--- src/rtl/fsk_frame_rx_if.sv ---
// Word delivery handshake between fsk_frame_rx (master) and the receive-side controller (slave).
interface fsk_frame_rx_if #(
  parameter int DATA_W = 8
);
  logic [DATA_W-1:0] data_out;
  logic              data_valid;
  logic              data_ready;

  modport master (output data_out, output data_valid, input data_ready);
  modport slave  (input data_out, input data_valid, output data_ready);
endinterface

--- src/rtl/fsk_frame_rx.sv ---
// FSK frame receiver: symbol-rate sampling of sig_reb, sync-word hunt, frame deserialization.
// Optional even-parity bit per word enabled by defining FSK_FRAME_RX_PARITY_EN.
module fsk_frame_rx #(
  parameter int                SYM_LEN      = 16,
  parameter int                SAMPLE_PHASE = 15,
  parameter int                SYNC_W       = 8,
  parameter logic [SYNC_W-1:0] SYNC_WORD    = 8'hA5,
  parameter int                DATA_W       = 8,
  parameter int                FRAME_LEN    = 4
) (
  input  logic           sysclk,
  input  logic           reset,
  input  logic           trans_enable,
  input  logic           sig_reb,
  fsk_frame_rx_if.master rx_if,
  output logic           frame_active,
  output logic           frame_done,
  output logic           overrun,
  output logic           parity_err
);

`ifdef FSK_FRAME_RX_PARITY_EN
  localparam int BITS_PER_WORD = DATA_W + 1;
`else
  localparam int BITS_PER_WORD = DATA_W;
`endif
  localparam int SYM_CNT_W = (SYM_LEN > 1) ? $clog2(SYM_LEN) : 1;
  localparam int BIT_CNT_W = $clog2(BITS_PER_WORD + 1);

  typedef enum logic [1:0] {
    IDLE = 2'd0,
    HUNT = 2'd1,
    RECV = 2'd2
  } state_e;

  state_e                 state_q;
  logic [SYM_CNT_W-1:0]   sym_cnt_q;
  logic [SYNC_W-1:0]      sync_q;
  logic [SYNC_W-1:0]      sync_d;
  logic [DATA_W-1:0]      shift_q;
  logic [BIT_CNT_W-1:0]   bit_cnt_q;
  logic [7:0]             word_cnt_q;
  logic [DATA_W-1:0]      data_out_q;
  logic                   data_valid_q;
  logic                   frame_active_q;
  logic                   frame_done_q;
  logic                   overrun_q;
  logic                   sample_stb;
  logic                   word_full;
  logic                   last_word;
  logic                   accept;
`ifdef FSK_FRAME_RX_PARITY_EN
  logic                   par_bit_q;
  logic                   parity_err_q;
`endif

  always_comb begin
    sync_d     = {sync_q[SYNC_W-2:0], sig_reb};
    sample_stb = (sym_cnt_q == SYM_CNT_W'(SAMPLE_PHASE)) && !trans_enable;
    word_full  = (bit_cnt_q == BIT_CNT_W'(BITS_PER_WORD));
    last_word  = (word_cnt_q == 8'(FRAME_LEN - 1));
    accept     = data_valid_q && rx_if.data_ready;
  end

  // Symbol timing, sync hunt, deserializer and output handshake.
  always_ff @(posedge sysclk) begin
    if (!reset) begin
      state_q        <= IDLE;
      sym_cnt_q      <= '0;
      sync_q         <= '0;
      shift_q        <= '0;
      bit_cnt_q      <= '0;
      word_cnt_q     <= 8'd0;
      data_out_q     <= '0;
      data_valid_q   <= 1'b0;
      frame_active_q <= 1'b0;
      frame_done_q   <= 1'b0;
      overrun_q      <= 1'b0;
`ifdef FSK_FRAME_RX_PARITY_EN
      par_bit_q      <= 1'b0;
      parity_err_q   <= 1'b0;
`endif
    end else if (trans_enable) begin
      // Transmit mode: abort any frame but let a pending word drain.
      state_q        <= IDLE;
      sym_cnt_q      <= '0;
      sync_q         <= '0;
      shift_q        <= '0;
      bit_cnt_q      <= '0;
      word_cnt_q     <= 8'd0;
      frame_active_q <= 1'b0;
      frame_done_q   <= 1'b0;
      overrun_q      <= 1'b0;
`ifdef FSK_FRAME_RX_PARITY_EN
      par_bit_q      <= 1'b0;
      parity_err_q   <= 1'b0;
`endif
      if (accept) begin
        data_valid_q <= 1'b0;
      end
    end else begin
      if (sym_cnt_q == SYM_CNT_W'(SYM_LEN - 1)) begin
        sym_cnt_q <= '0;
      end else begin
        sym_cnt_q <= sym_cnt_q + 1'b1;
      end
      frame_done_q <= 1'b0;
      if (accept) begin
        data_valid_q <= 1'b0;
      end
      case (state_q)
        IDLE: begin
          state_q <= HUNT;
        end
        HUNT: begin
          if (sample_stb) begin
            if (sync_d == SYNC_WORD) begin
              state_q        <= RECV;
              frame_active_q <= 1'b1;
              sync_q         <= '0;
              bit_cnt_q      <= '0;
              word_cnt_q     <= 8'd0;
            end else begin
              sync_q <= sync_d;
            end
          end
        end
        RECV: begin
          if (word_full) begin
            // A newly completed word overrides a word accepted on this same edge.
            if (!data_valid_q || rx_if.data_ready) begin
              data_out_q   <= shift_q;
              data_valid_q <= 1'b1;
            end else begin
              overrun_q <= 1'b1;
            end
`ifdef FSK_FRAME_RX_PARITY_EN
            if (^{shift_q, par_bit_q}) begin
              parity_err_q <= 1'b1;
            end
`endif
            bit_cnt_q  <= '0;
            shift_q    <= '0;
            word_cnt_q <= word_cnt_q + 8'd1;
            if (last_word) begin
              frame_done_q   <= 1'b1;
              frame_active_q <= 1'b0;
              state_q        <= HUNT;
            end
          end else if (sample_stb) begin
`ifdef FSK_FRAME_RX_PARITY_EN
            if (bit_cnt_q < BIT_CNT_W'(DATA_W)) begin
              shift_q <= {shift_q[DATA_W-2:0], sig_reb};
            end else begin
              par_bit_q <= sig_reb;
            end
`else
            shift_q <= {shift_q[DATA_W-2:0], sig_reb};
`endif
            bit_cnt_q <= bit_cnt_q + 1'b1;
          end
        end
        default: begin
          state_q        <= IDLE;
          frame_active_q <= 1'b0;
        end
      endcase
    end
  end

  assign rx_if.data_out   = data_out_q;
  assign rx_if.data_valid = data_valid_q;
  assign frame_active     = frame_active_q;
  assign frame_done       = frame_done_q;
  assign overrun          = overrun_q;
`ifdef FSK_FRAME_RX_PARITY_EN
  assign parity_err       = parity_err_q;
`else
  assign parity_err       = 1'b0;
`endif

endmodule

--- src/flat_wrapper.sv ---
// flat-port wrapper written by rule: the top's interface ports become plain ports
module fsk_frame_rx_flat 
#(
  parameter int                SYM_LEN      = 16,
  parameter int                SAMPLE_PHASE = 15,
  parameter int                SYNC_W       = 8,
  parameter logic [SYNC_W-1:0] SYNC_WORD    = 8'hA5,
  parameter int                DATA_W       = 8,
  parameter int                FRAME_LEN    = 4
)
  (sysclk, reset, trans_enable, sig_reb, frame_active, frame_done, overrun, parity_err, rx_if_data_out, rx_if_data_valid, rx_if_data_ready);
  fsk_frame_rx_if #(.DATA_W(DATA_W)) rx_if_i ();
  input  logic sysclk;
  input  logic reset;
  input  logic trans_enable;
  input  logic sig_reb;
  output logic frame_active;
  output logic frame_done;
  output logic overrun;
  output logic parity_err;
  output wire logic [$bits(rx_if_i.data_out)-1:0] rx_if_data_out;
  output wire logic [$bits(rx_if_i.data_valid)-1:0] rx_if_data_valid;
  input wire logic [$bits(rx_if_i.data_ready)-1:0] rx_if_data_ready;
  assign rx_if_data_out = rx_if_i.data_out;
  assign rx_if_data_valid = rx_if_i.data_valid;
  assign rx_if_i.data_ready = rx_if_data_ready;
  fsk_frame_rx #(.SYM_LEN(SYM_LEN), .SAMPLE_PHASE(SAMPLE_PHASE), .SYNC_W(SYNC_W), .SYNC_WORD(SYNC_WORD), .DATA_W(DATA_W), .FRAME_LEN(FRAME_LEN)) u_core (.sysclk(sysclk), .reset(reset), .trans_enable(trans_enable), .sig_reb(sig_reb), .rx_if(rx_if_i), .frame_active(frame_active), .frame_done(frame_done), .overrun(overrun), .parity_err(parity_err));
endmodule
--- config.mk ---
export PLATFORM = sky130hd
export DESIGN_NAME = fsk_frame_rx_flat
export DESIGN_NICKNAME = d
export VERILOG_FILES = /design/src/rtl/fsk_frame_rx_if.sv /design/src/rtl/fsk_frame_rx.sv /design/src/flat_wrapper.sv
export SDC_FILE = /design/constraint.sdc
export NUM_CORES = 1
export LEC_CHECK = 0
export CAP_MARGIN = 20
export CORE_UTILIZATION = 30
export DETAILED_ROUTE_END_ITERATION = 10
export DONT_BUFFER_PORTS = 1
export GPL_TIMING_DRIVEN = 0
export PLACE_DENSITY_LB_ADDON = 0.12
export SLEW_MARGIN = 20
export SYNTH_ARGS = -nofsm -noshare
export SYNTH_HDL_FRONTEND = slang
export SYNTH_SLANG_ARGS = --single-unit
--- constraint.sdc ---
create_clock -name sysclk -period 2.1 [get_ports sysclk]
set_input_delay 0.21 -clock sysclk [delete_from_list [all_inputs] [get_ports sysclk]]
set_output_delay 0.21 -clock sysclk [all_outputs]
set_load 0.05 [all_outputs]
## Word-level counts from Yosys, hierarchy flattened

Index checks and enable logic that the tools add are counted.
Widths: inputs -> output; s select.

| operators by class | value |
|---|---|
| $add $sub $neg | 3 |
| equality and inequality tests | 11 |
| bitwise operators | 6 |
| reduce and logical (&&, ||, !) cells | 19 |
| mux-type cells | 28 |

Operator list:

| cell | number |
|---|---|
| $mux 8 | 5 |
| $mux 4 | 4 |
| $pmux 8 s2 | 1 |
| $reduce_and 4->1 | 4 |
| $mux 1 | 10 |
| $add 4x1->4 const B | 2 |
| $add 8x1->8 const B | 1 |
| $eq 4x4->1 const B | 2 |
| $eq 8x2->1 const B | 1 |
| $eq 8x8->1 const B | 1 |
| $mux 2 | 4 |
| $ne 2x1->1 const B | 4 |
| $pmux 4 s2 | 1 |
| $mux 7 | 1 |
| $not 1->1 | 6 |
| $pmux 2 s3 | 1 |
| $reduce_and 5->1 | 1 |
| $reduce_and 2->1 | 2 |
| $reduce_bool 2->1 | 2 |
| $reduce_or 4->1 | 1 |
| $ne 3x1->1 const B | 1 |
| $pmux 1 s3 | 1 |
| $reduce_and 3->1 | 1 |
| $reduce_or 3->1 | 1 |
| other kinds (7) | 9 |

| storage, ports and cells | value |
|---|---|
| register bits after elaboration | 45 |
| output and inout bits | 13 |

## Depth between registers and ports, before layout

| depth | value |
|---|---|
| depth after elaboration | 6 |
| depth in mapped cells | 7 |
| gate-level depth less buffers | 6 |

## Worst setup path after synthesis

Ideal clock, no wire load.

| timing path | value |
|---|---|
| path type | flip-flop to flip-flop |
| start | register u_core.bit_cnt_q[1] |
| end | register u_core.state_q[0] |
| cell stages (with the launch flop) | 8 |
| path slack | 0.340 ns |
| arrival | 1.690 ns |
| required time | 2.030 ns |
| setup time | 0.070 ns |
| cell sequence | dfxtp_1 > inv_1 > ha_1 > and3b_1 > clkbuf_1 > a31oi_1 > or4_1 > a21oi_1 |

| on the way | value |
|---|---|
| longest elaborated chain between the ends | 3 |

Ends and longest elaborated chain:

| what | line | source |
|---|---|---|
| start, declared | fsk_frame_rx.sv:41 | `logic [BIT_CNT_W-1:0] bit_cnt_q;` |
| start signal, assigned | fsk_frame_rx.sv:160 | `bit_cnt_q <= bit_cnt_q + 1'b1;` |
| $eq 4x4->1 | fsk_frame_rx.sv:60 | `word_full = (bit_cnt_q == BIT_CNT_W'(BITS_PER_WORD));` |
| $ne 2x1->1 (no line) | -- |  |
| $reduce_and 4->1 (no line) | -- |  |
| end signal, assigned | fsk_frame_rx.sv:68 | `state_q <= IDLE;` |
| end signal, assigned | fsk_frame_rx.sv:85 | `state_q <= IDLE;` |
| end signal, assigned | fsk_frame_rx.sv:113 | `state_q <= HUNT;` |
| end, declared | fsk_frame_rx.sv:36 | `state_e state_q;` |

Every way passes these cells.
A chain may end at the register's enable or synchronous reset.

## Worst setup path in the final report

| timing path | value |
|---|---|
| start | register u_core.sym_cnt_q[0] |
| end | register u_core.state_q[0] |

| on the way | value |
|---|---|
| longest elaborated chain between the ends | 4 |

Ends and longest elaborated chain:

| what | line | source |
|---|---|---|
| start, declared | fsk_frame_rx.sv:37 | `logic [SYM_CNT_W-1:0] sym_cnt_q;` |
| start signal, assigned | fsk_frame_rx.sv:105 | `sym_cnt_q <= sym_cnt_q + 1'b1;` |
| $eq 4x4->1 | fsk_frame_rx.sv:59 | `sample_stb = (sym_cnt_q == SYM_CNT_W'(SAMPLE_PHASE)) && !trans_enable;` |
| $logic_and 1x1->1 | fsk_frame_rx.sv:59 |  |
| $ne 2x1->1 (no line) | -- |  |
| $reduce_and 4->1 (no line) | -- |  |

Every way passes these cells.

==> results.txt <==
post-synthesis adder-cell area fraction - 4.590%
Num CTS Buffers - 5
unrepaired setup endpoints after global routing - no
CTS tree - built
CP required - 2.33 ns
drt pass-1 iters - 4
dpl hpwl - 3657 um
Final setup violation count - 0
Initial Util - 31.58%
post-synthesis compound-gate area fraction - 19.97%
via/cell ratio - 5.066
Yosys top cell by area - dfxtp_1
final period utilization - 93.94%
Yosys reg bits - 45
synth top area cells - dfxtp_1 41%, ha_1 4.6%, mux2i_1 4.1%
final setup margin - 0.1272 ns
syn avg cell area - 9.087 um2
pin count of the biggest net entering global routing - 14
Worst R2R Path Depth - 5
post-synthesis mux area share - 4.647%
status - completed
final WL - 5114 um
die width - 87.26 um
Worst-path clk slew - 0.09 ns
Post-Synth XOR/XNOR Area - 0.4016%
RD Place Congestion - 0.7975
die area - 7614 um2
Die H - 87.26 um
worst skew pair latency - 0.30 ns
Crit Path Max Fanout - 9
worst flop-to-flop path startpoint - u_core.sym_cnt_q[0]
Min Clock Period, post-route - 1.973 ns
layout cells sized above 1 - 11.60%
global-route wire length before repair - 8438 um
Post-Synth Simple-Gate Area - 25.76%
Critical Path Sink Type - flip-flop
f_max - 506.9 MHz
Clock Path Buffers - 2
most used standard cell by instance count after synthesis - dfxtp_1
vias in the first global route - 1654
Post-route DRC - 0
share of flip-flops with an asynchronous set or reset - 0%
grt total ovfl - 0
clock skew - 0.004034 ns
FF-to-FF End - u_core.state_q[0]
main combinational cell family by area after synthesis - simple AND/OR/NAND/NOR gates
Worst-Margin Slew - 0.6596 ns
hold path cells - 2
Final Max Tran Viols - 0
Seq/Total Area, Yosys - 41.31%
peak supply drop - 0.2075 mV
main flop type after synthesis - dfxtp_1
Endpoint, Worst Hold - u_core.sync_q[0]
Ys Warns - 0
Critical path origin - u_core.sym_cnt_q[0]
dpl ws - 0.02424 ns
core area - 6907 um2
wire per inst - 14.78 um
starting DRC count in detailed routing - 122
PD cells - 633.1 nW/um2
Synth Instances - 240
P_leak - 0.7606 nW
io pins - 18
Hold WC Path Type - in -> reg
Worst R2R Setup Slack - 0.13 ns
number of max-cap violations - 0
CTS Root Cell - clkbuf_8
Crit path largest cell delay - 0.56 ns
Netlist Area Pre-Place - 2181 um2
Routed Antenna Nets - 0
H-tree depth - 2
port bufs - 0
Post-synth EDFFs - 0
slowest CP cell - or4_1
DR vias - 1753
post-synth net total - 253
Setup Crit Path Kind - reg -> reg
CP Data Arrival Time - 2.20 ns
synthesis-to-layout area growth - 13.31%
share of Yosys cell area claimed by the top area cell type - 41.31%
Critical Path Source Type - flip-flop
Cell Rows - 30
final hold vios - 0
Diodes inserted - 0
synth cell count leaders - 45 x dfxtp_1, 23 x nand2_1, 16 x nor2_1
Net count, final - 263
gr usage total - 14.33%
hold_buf cts - 0
HP Start - sig_reb
initial antenna violation count - 0
Fin Setup TNS - 0 ns
Rel. slew slack - 55.73%
Cell variety after synth - 54
crit-path cells - ha_2 -> and4b_2 -> a31oi_2 -> or4_1 -> a21oi_1
Sink Count - 45
==> placed cells by master, fill, tap and decap left out, types with 3 or more instances in the layout <==
cell and instances:
nand2_1 23, o21ai_1 5, o21ai_0 6, a22oi_1 8, ha_1 7, a21oi_1 14, dfxtp_1 45, nor3_1 4
clkbuf_1 6, nand3_1 6, mux2i_1 9, nand2b_1 3, inv_1 8, and3_1 4, nand4b_1 4, nor2b_1 11
clkbuf_8 5, buf_4 5, o311ai_0 5, nor2_1 16, a31oi_1 5, o21a_1 4
==> metrics by stage <==
stage                     instance area [um2]  std cells  utilization, %  hold WS (ns)  total power, mW
after floorplan                          2181        240               -        0.3619           0.9261
after global placement                   2301        336           33.32        0.3741           0.9445
after detailed placement                 2301        336           33.32        0.3778           0.9442
after CTS                                2405        343           34.82       0.05389            1.592
after global routing                     2471        346           35.78       0.05707            1.636
final                                    2471        346           35.78       0.06067            1.565
==> cell families (layout without fill, tap and decap cells) <==
kind of cell / after synthesis / count (layout)
XOR/XNOR: 1 / 1
other: 1 / 1
AND/OR/NAND/NOR: 96 / 96
multiplexers: 10 / 10
flip-flops: 45 / 45
AO/OA/AOI/OAI: 62 / 62
buffers and inverters: 17 / 27
adder cells (fa/ha/maj): 8 / 8
==> area by class of cell <==
type                    instances  area [um2]
flip-flops and latches         45       900.9
well taps                      96       120.1
fillers                       732        4436
multi-input cells             178        1251
clock buffers                   5       68.82
inverters                       8       30.03
clock inverters                 2       35.03
plain buffers                   8       35.03
repair buffers                  4       30.03
==> critical path, delay by kind of cell (launching register included) <==
family / cells / cell delay [ns]
AND/OR/NAND/NOR: 2 / 0.88
adder cells (fa/ha/maj): 1 / 0.26
flip-flops: 1 / 0.40
AO/OA/AOI/OAI: 2 / 0.37
==> sequential cells by signal, indices dropped and copies added (netlist names) <==
name                     cells
u_core.frame_done            1
u_core.frame_active          1
u_core.word_cnt_q            8
u_core.state_q               2
u_core.rx_if.data_out        8
u_core.overrun               1
u_core.bit_cnt_q             4
u_core.sym_cnt_q             4
u_core.sync_q                7
u_core.rx_if.data_valid      1
u_core.shift_q               8
==> where the power goes <==
group          total (mW)  internal (mW)  switching, mW
registers           0.859          0.855        0.00347
logic              0.0652         0.0201         0.0451
clock network       0.640          0.346          0.294
==> how the worst max path moves through the flow <==
| stage | cells after the start | slack [ns] | end |
|---|---|---|---|
| 2_1_floorplan | 7 | 0.34 | u_core.state_q[0] |
| 3_3_place_gp | 7 | 0.02 | u_core.state_q[0] |
| 3_5_place_dp | 7 | 0.02 | u_core.state_q[0] |
| 4_1_cts | 7 | 0.0002 | u_core.state_q[0] |
| 5_1_grt | 6 | 0.001 | u_core.shift_q[6] |
| 6_report | 5 | 0.13 | u_core.state_q[0] |
==> layer usage <==
layer | vias up | global-route usage [%] | wire, um
met3 | 5 | 3.318 | 164
met2 | 24 | 20.95 | 2222
met5 | - | 0 | 0
met4 | 0 | 4.322 | 44
met1 | 821 | 20.77 | 2683
li1 | 903 | - | -
==> timing repair <==
| item | 4_1_cts | 5_1_grt |
|---|---|---|
| buffers inserted | 0 | 4 |
| setup endpoints to repair | 0 | 20 |
| gates resized for setup | 0 | 9 |
(Power assumes the default switching activity.)
